### src/rtl/hub75_pkg.sv
// Shared constants and state encoding for the HUB75 scan controller.
// Build macro HUB75_GHOST_BLANK_EN lengthens the pre-latch blanking interval.
package hub75_pkg;

  localparam int NUM_COLS = 64;
  localparam int NUM_ROWS = 16;
  localparam int COL_W    = $clog2(NUM_COLS);
  localparam int ROW_W    = $clog2(NUM_ROWS);

`ifdef HUB75_GHOST_BLANK_EN
  // Extra dark time lets the previous row's drivers discharge before the address moves.
  localparam int BLANK_TICKS = 4;
`else
  localparam int BLANK_TICKS = 1;
`endif

  typedef enum logic [2:0] {
    ST_IDLE,
    ST_SHIFT,
    ST_BLANK,
    ST_LATCH,
    ST_DISPLAY
  } scan_state_e;

endpackage

### src/rtl/hub75_tick_gen.sv
// Scan tick divider: one-cycle tick every CLK_DIV clocks, restarted by clear.
module hub75_tick_gen #(
  parameter int CLK_DIV = 1
) (
  input  logic clk,
  input  logic rst_n,
  input  logic clear,
  output logic tick
);

  logic [7:0] cnt_q;
  logic       wrap;

  assign wrap = (cnt_q == 8'(CLK_DIV - 1));
  assign tick = wrap && !clear;

  always_ff @(posedge clk or negedge rst_n) begin
    if (!rst_n) begin
      cnt_q <= '0;
    end else if (clear || wrap) begin
      cnt_q <= '0;
    end else begin
      cnt_q <= cnt_q + 8'd1;
    end
  end

endmodule

### src/rtl/hub75_scan_ctrl.sv
// HUB75 row-scan controller: shifts a row pair, blanks, latches, then displays it.
// Blanking length depends on the HUB75_GHOST_BLANK_EN build macro (see hub75_pkg).
module hub75_scan_ctrl
  import hub75_pkg::*;
#(
  parameter int CLK_DIV  = 1,
  parameter int ON_TICKS = 64
) (
  input  logic             clk,
  input  logic             rst_n,
  input  logic             enable,
  output logic [COL_W-1:0] fb_column,
  output logic [ROW_W-1:0] fb_addr,
  input  logic [2:0]       fb_rgb0,
  input  logic [2:0]       fb_rgb1,
  output logic             hub_clk,
  output logic             hub_lat,
  output logic             hub_oe_n,
  output logic [ROW_W-1:0] hub_addr,
  output logic [2:0]       hub_rgb0,
  output logic [2:0]       hub_rgb1,
  output logic             frame_done
);

  scan_state_e      state_q;
  logic [COL_W-1:0] col_q;
  logic [ROW_W-1:0] row_q;
  logic             phase_q;
  logic [7:0]       cnt_q;
  logic             tick;
  logic             tick_clear;

  assign tick_clear = !enable;
  assign fb_column  = col_q;
  assign fb_addr    = row_q;

  hub75_tick_gen #(.CLK_DIV(CLK_DIV)) u_tick_gen (
    .clk   (clk),
    .rst_n (rst_n),
    .clear (tick_clear),
    .tick  (tick)
  );

  always_ff @(posedge clk or negedge rst_n) begin
    if (!rst_n) begin
      state_q    <= ST_IDLE;
      col_q      <= '0;
      row_q      <= '0;
      phase_q    <= 1'b0;
      cnt_q      <= '0;
      hub_clk    <= 1'b0;
      hub_lat    <= 1'b0;
      hub_oe_n   <= 1'b1;
      hub_addr   <= '0;
      hub_rgb0   <= '0;
      hub_rgb1   <= '0;
      frame_done <= 1'b0;
    end else begin
      frame_done <= 1'b0;
      // Dropping enable aborts immediately; any partially shifted row is abandoned.
      if (!enable) begin
        state_q  <= ST_IDLE;
        col_q    <= '0;
        row_q    <= '0;
        phase_q  <= 1'b0;
        cnt_q    <= '0;
        hub_clk  <= 1'b0;
        hub_lat  <= 1'b0;
        hub_oe_n <= 1'b1;
      end else if (tick) begin
        unique case (state_q)
          ST_IDLE: begin
            state_q <= ST_SHIFT;
            col_q   <= '0;
            phase_q <= 1'b0;
          end
          ST_SHIFT: begin
            if (!phase_q) begin
              hub_rgb0 <= fb_rgb0;
              hub_rgb1 <= fb_rgb1;
              hub_clk  <= 1'b0;
              phase_q  <= 1'b1;
            end else begin
              hub_clk <= 1'b1;
              phase_q <= 1'b0;
              if (col_q == COL_W'(NUM_COLS - 1)) begin
                state_q <= ST_BLANK;
                cnt_q   <= '0;
              end else begin
                col_q <= col_q + 1'b1;
              end
            end
          end
          ST_BLANK: begin
            hub_clk <= 1'b0;
            if (cnt_q == 8'(BLANK_TICKS - 1)) begin
              state_q  <= ST_LATCH;
              hub_lat  <= 1'b1;
              hub_addr <= row_q;
            end else begin
              cnt_q <= cnt_q + 8'd1;
            end
          end
          ST_LATCH: begin
            hub_lat  <= 1'b0;
            hub_oe_n <= 1'b0;
            cnt_q    <= '0;
            state_q  <= ST_DISPLAY;
          end
          ST_DISPLAY: begin
            if (cnt_q == 8'(ON_TICKS - 1)) begin
              hub_oe_n <= 1'b1;
              row_q    <= row_q + 1'b1;
              col_q    <= '0;
              state_q  <= ST_SHIFT;
              if (row_q == ROW_W'(NUM_ROWS - 1)) frame_done <= 1'b1;
            end else begin
              cnt_q <= cnt_q + 8'd1;
            end
          end
          default: state_q <= ST_IDLE;
        endcase
      end
    end
  end

endmodule
### config.mk
export PLATFORM = sky130hd
export DESIGN_NAME = hub75_scan_ctrl
export DESIGN_NICKNAME = d
export VERILOG_FILES = /design/src/rtl/hub75_pkg.sv /design/src/rtl/hub75_tick_gen.sv /design/src/rtl/hub75_scan_ctrl.sv
export SDC_FILE = /design/constraint.sdc
export NUM_CORES = 1
export LEC_CHECK = 0
export BUFFER_PORTS_ARGS = -buffer_cell sky130_fd_sc_hd__buf_4
export CAP_MARGIN = 20
export CELL_PAD_IN_SITES_DETAIL_PLACEMENT = 1
export CELL_PAD_IN_SITES_GLOBAL_PLACEMENT = 1
export CORE_UTILIZATION = 45
export DETAILED_ROUTE_END_ITERATION = 10
export PLACE_DENSITY = 0.91
export SYNTH_ARGS = -nofsm -noshare
export SYNTH_HDL_FRONTEND = slang
export SYNTH_SLANG_ARGS = --single-unit
### constraint.sdc
create_clock -name clk -period 2.9 [get_ports clk]
set_input_delay 0.435 -clock clk [delete_from_list [all_inputs] [get_ports clk]]
set_output_delay 0.435 -clock clk [all_outputs]
set_load 0.03 [all_outputs]
Yosys cells after proc, flatten, opt, wreduce, memory -nomap -nowiden --
Index checks and enable logic that the tools add are counted.
Cells by class: equal/unequal tests 23, bitwise operators 1, reduce and logical (&&, ||, !) cells 16, multiplexer cells 46, $add $sub $neg 4
Operators with widths (count):
- two-way mux 8 bit | 7
- case mux 8 bit (4 select lines) | 1
- two-way mux 6 bit | 5
- inequality test 3 bit, second input constant | 7
- two-way mux 3 bit | 6
- case mux 6 bit (3 select lines) | 1
- two-way mux 1 bit | 17
- adder 8 x 1 -> 8 bit, second input constant | 2
- zero test 8 bit | 2
- two-way mux 4 bit | 4
- case mux 3 bit (5 select lines) | 1
- inequality test 3 x 1 -> 1 bit, second input constant | 4
- AND reduction 5 bit | 2
- AND reduction 3 bit | 3
- == test 8 x 6 -> 1 bit, second input constant | 1
- case mux 1 bit (2 select lines) | 4
- AND reduction 4 bit | 2
- adder 6 x 1 -> 6 bit, second input constant | 1
- == test 3 x 2 -> 1 bit, second input constant | 2
- == test 6 bit, second input constant | 1
- inequality test 2 x 1 -> 1 bit, second input constant | 3
- AND reduction 6 bit | 1
- inequality test 5 x 1 -> 1 bit, second input constant | 1
- adder 4 x 1 -> 4 bit, second input constant | 1
- 10 further kinds | 11
Word-level totals: flip-flop bits (word level) 44, word-level logic and storage cells 103

Logic depth before layout (Yosys ltp) --
depth after elaboration 6, gate-level depth with buffers 8, mapped depth without buffers 7

Modules after synthesis --
Synthesis repeated with hierarchy kept, for this count alone.
Second synthesis, totals: cell total of the unflattened synthesis 239, area total of the unflattened synthesis 2386.0 µm²
Modules (own cells, without submodules):
- hub75_scan_ctrl | area each 1981.9 µm², instances 1, seq. area each 902.1 µm², cells each 197
- hub75_tick_gen | area each 404.1 µm², instances 1, seq. area each 200.2 µm², cells each 42

Worst setup path before layout --
OpenSTA, ideal clock, no wires.
kind register -> register, start register u_tick_gen.cnt_q[0], end register hub_addr[0], required time 2.775 ns, clock period less this slack 2.301 ns, setup time 0.125 ns, data arrival time 2.177 ns, setup slack 0.599 ns, buffers on the path 1, stages on the path, launching flop included 8, cells stage by stage dfrtp_1 inv_1 ha_1 or4b_4 or2_1 buf_2 nor4_4 mux2_2
On the way: longest elaborated chain between the ends 3
Ends and longest elaborated chain:
- start: declaration | RTL line hub75_tick_gen.sv:11 | logic [7:0] cnt_q;
- start signal: assignment | RTL line hub75_tick_gen.sv:23 | cnt_q <= cnt_q + 8'd1;
- zero test 8 bit | RTL line hub75_tick_gen.sv:14 | assign wrap = (cnt_q == 8'(CLK_DIV - 1));
- logical AND 1 bit | RTL line hub75_tick_gen.sv:15 | assign tick = wrap && !clear;
- AND reduction 4 bit (no source line)
- end signal: assignment | RTL line hub75_scan_ctrl.sv:99 | hub_addr <= row_q;
- end: declaration | RTL line hub75_scan_ctrl.sv:19 | output logic [ROW_W-1:0] hub_addr,
Every way passes these cells. A chain may end at the register's enable or synchronous reset.

Worst setup path in the final report --
Same ends and word-level chain as after synthesis.

==> reports/results.md <==
## Global route
• 10,480 µm — wire length of the first global-routing pass
• 2,083 — via count of the first global-routing pass
• 45 — pin count of the biggest net entering global routing
• 0 — overflow left after global routing
• 0 — antenna violations before repair
• 24.91% — Global Route Usage Sum

## STA
• no — unrepaired setup endpoints after global routing
• 0.009132 ns — post-route clock skew
• 62.06% — Max-slew headroom
• 0.5692 ns — slew at the pin with the worst max-slew slack
• 86.37% — final clock period utilization by the worst path
• 0 ns — setup tns final
• 2.505 ns — post-layout minimum cycle time
• 399.3 MHz — upper clock frequency limit
• 0 — final number of max-transition violations
• 0.1147 ns — Hold WS
• 0 — setup violation total in the final timing report
• 0.3953 ns — worst setup margin
• 0 — hold violation total from the final report

## Finish
• 29.26% — fraction of layout cells with a size suffix above 1
• 0 — diode insertion count for antenna repair
• 340 — number of standard cells in the layout, taps in and fillers out
• 55.87% — final design utilization
• 284 — Post-layout nets
• 2872 µm² — post-route cell area
• 18.42% — signed area change from the synthesized netlist to the final layout

## Clock tree
• yes — TritonCTS clock tree
• 0 — Post-CTS Setup Bufs
• 0.31 ns — clock insertion delay at the later pin of the skew report
• 0 — number of gates resized after cts
• 44 — number of clock sinks seen by CTS
• 2 — Max H-tree Level
• 5 — CTS buffer count
• 0 — # hold bufs at CTS
• sky130_fd_sc_hd__clkbuf_8 — cell chosen for the clock root
• 2 — Max Buffers Root-to-Sink
• 0.09 ns — Reg clk slew, reported paths

## Synthesis
• 45.46% — sequential share of the synthesized area
• 0 — Post-synth EDFFs
• 10.41 µm² — average cell area after synthesis
• 0 — Syn. warnings
• sky130_fd_sc_hd__dfrtp_1 44%, sky130_fd_sc_hd__mux2_2 4.6%, sky130_fd_sc_hd__ha_1 3.1%, sky130_fd_sc_hd__nand2_1 2.9%, sky130_fd_sc_hd__nor2_1 2.9% — Area contributors post-synth
• 100.0% — Post-synth ARST share
• 43 x sky130_fd_sc_hd__dfrtp_1, 19 x sky130_fd_sc_hd__nand2_1, 19 x sky130_fd_sc_hd__nor2_1 — Commonest cells post-synth
• sky130_fd_sc_hd__dfrtp_1 — dominant synthesized flop cell
• 54 — Unique masters post-synth
• 2425 µm² — Mapped Area
• sky130_fd_sc_hd__dfrtp_1 — most instantiated library cell after synthesis
• 248 — number of nets produced by synthesis
• 233 — Gate Count Post-Synth
• 44 — register bit total from synthesis
• 44.38% — proportion of netlist area held by the largest area contributor
• sky130_fd_sc_hd__dfrtp_1 — cell taking the most area after synthesis

## Setup path
• 3.10 ns — data required time at the worst endpoint
• 7 — maximum fanout encountered on the critical timing path
• 2.70 ns — arrival time reported for the critical path endpoint
• flop — endpoint type of the worst setup path
• flop to flop — type of the worst setup path
• flop — nature of the critical path startpoint

## Floorplanning
• 47.18% — starting utilization of the core area
• 5140 µm² — core box area
• 26 — number of placement rows
• 75.41 µm — width of the chip
• 75.41 µm — height of the die
• 33 — total I/O pin count
• 5686 µm² — floorplan die area

## Placed design
• 2750 µm² — placed instance area
• 332 — Inst Count DP
• 0.4138 ns — pre-CTS WS
• 32 — buffers added on ports
• 0.8018 — Routability Congestion
• 4458 µm — half-perimeter wire length after detailed placement

## Detailed routing
• 0 — remaining design rule violation count
• 18.85 µm — drt wl/cell
• 6410 µm — total wire length after detailed routing
• 0 — antenna violation net count after detailed routing
• 5.782 — vias per std cell
• 45 — Detailed Route Iter0 Violations
• 1,966 — vias after detailed routing
• 4 — First-pass DRT Iterations

## Pwr
• 1.312 nW — leakage
• 420.2 µV — VDD IR max
• 718.2 nW/µm² — pwr/cell area
• 2.062 mW — total power of the final layout

## Worst hold path
• input pin to asynchronous set/reset pin — classification of the worst-slack hold path

## Flow run
• 0 — max cap viols

## Run status
• finished, final reports clean — result of the run

[flip-flops by register name, indices dropped and copies added (netlist names)]
| name | flops |
|---|---|
| cnt_q | 8 |
| fb_addr | 4 |
| fb_column | 6 |
| frame_done | 1 |
| hub_addr | 4 |
| hub_clk | 1 |
| hub_lat | 1 |
| hub_oe_n | 1 |
| hub_rgb0 | 3 |
| hub_rgb1 | 3 |
| phase_q | 1 |
| state_q | 3 |
| u_tick_gen.cnt_q | 8 |
[final cells by class]
type | count | area (µm²)
inverters | 10 | 37.54
clock buffers | 6 | 82.58
well taps | 70 | 87.58
fillers | 584 | 2268
repair buffers | 39 | 292.8
clock inverters | 2 | 38.79
flip-flops and latches | 44 | 1102
multi-input cells | 169 | 1230
[cells in the final DEF (no fill, tap or decap), types with 3 or more instances in the layout]
cell,instances
sky130_fd_sc_hd__a21oi_1,6
sky130_fd_sc_hd__mux2i_1,3
sky130_fd_sc_hd__a31oi_1,4
sky130_fd_sc_hd__inv_1,9
sky130_fd_sc_hd__and2_1,4
sky130_fd_sc_hd__xnor2_1,4
sky130_fd_sc_hd__nor2_1,19
sky130_fd_sc_hd__clkbuf_8,6
sky130_fd_sc_hd__o31ai_2,4
sky130_fd_sc_hd__xor2_1,3
sky130_fd_sc_hd__o31ai_1,9
sky130_fd_sc_hd__mux2_2,10
sky130_fd_sc_hd__nand3_1,12
sky130_fd_sc_hd__nand2_1,19
sky130_fd_sc_hd__a21o_1,4
sky130_fd_sc_hd__nor3_1,3
sky130_fd_sc_hd__nand2b_1,6
sky130_fd_sc_hd__or3_1,3
sky130_fd_sc_hd__nand4_1,3
sky130_fd_sc_hd__o21ai_0,12
sky130_fd_sc_hd__ha_1,6
sky130_fd_sc_hd__dfrtp_1,43
sky130_fd_sc_hd__buf_4,39
[power by group]
part | leakage, nW | internal, mW | total, mW | switching (mW)
registers | 0.595 | 0.698 | 0.774 | 0.0767
clock network | 0.0614 | 0.282 | 0.516 | 0.234
logic | 0.656 | 0.292 | 0.772 | 0.480
total | 1.31 | 1.27 | 2.06 | 0.791
[cells by family after synthesis]
kind of cell / synth area share [%]
AND/OR/NAND/NOR: 21.41
AO/OA/AOI/OAI: 17.80
flip-flops: 45.46
buffers and inverters: 3.818
multiplexers: 5.882
XOR/XNOR: 2.528
adder cells (fa/ha/maj): 3.096
[critical path: stages, from the launching register on]
cell                      delay [ns]
sky130_fd_sc_hd__dfrtp_1        0.42
sky130_fd_sc_hd__inv_1          0.09
sky130_fd_sc_hd__ha_1           0.14
sky130_fd_sc_hd__or4b_4         0.50
sky130_fd_sc_hd__or2_1          0.39
sky130_fd_sc_hd__nor4_4         0.46
sky130_fd_sc_hd__mux2_2         0.39
[path summary, 6_finish.rpt]
path | from | endpoint | slack [ns] | cells after the start
setup / recovery | u_tick_gen.cnt_q[0] | hub_addr[0] | 0.40 | 6
hold / removal | rst_n | hub_clk | 0.11 | 1
setup reg to reg | u_tick_gen.cnt_q[0] | hub_addr[0] | 0.40 | 6
hold reg to reg | u_tick_gen.cnt_q[0] | u_tick_gen.cnt_q[0] | 0.50 | 1
max in group asynchronous | rst_n | hub_oe_n | 2.40 | 1
min in group clk | fb_rgb0[1] | hub_rgb0[1] | 0.35 | 2
[layer usage]
metal,share of wire (%),up-vias,wire [µm],global-route usage (%)
met5,0,-,0,0
met4,2.3,0,147,9.465
met3,2.7,13,174,4.233
met2,51,43,3289,43.06
met1,44,1004,2798,31.28
li1,-,906,-,-
(Power assumes the default switching activity.)
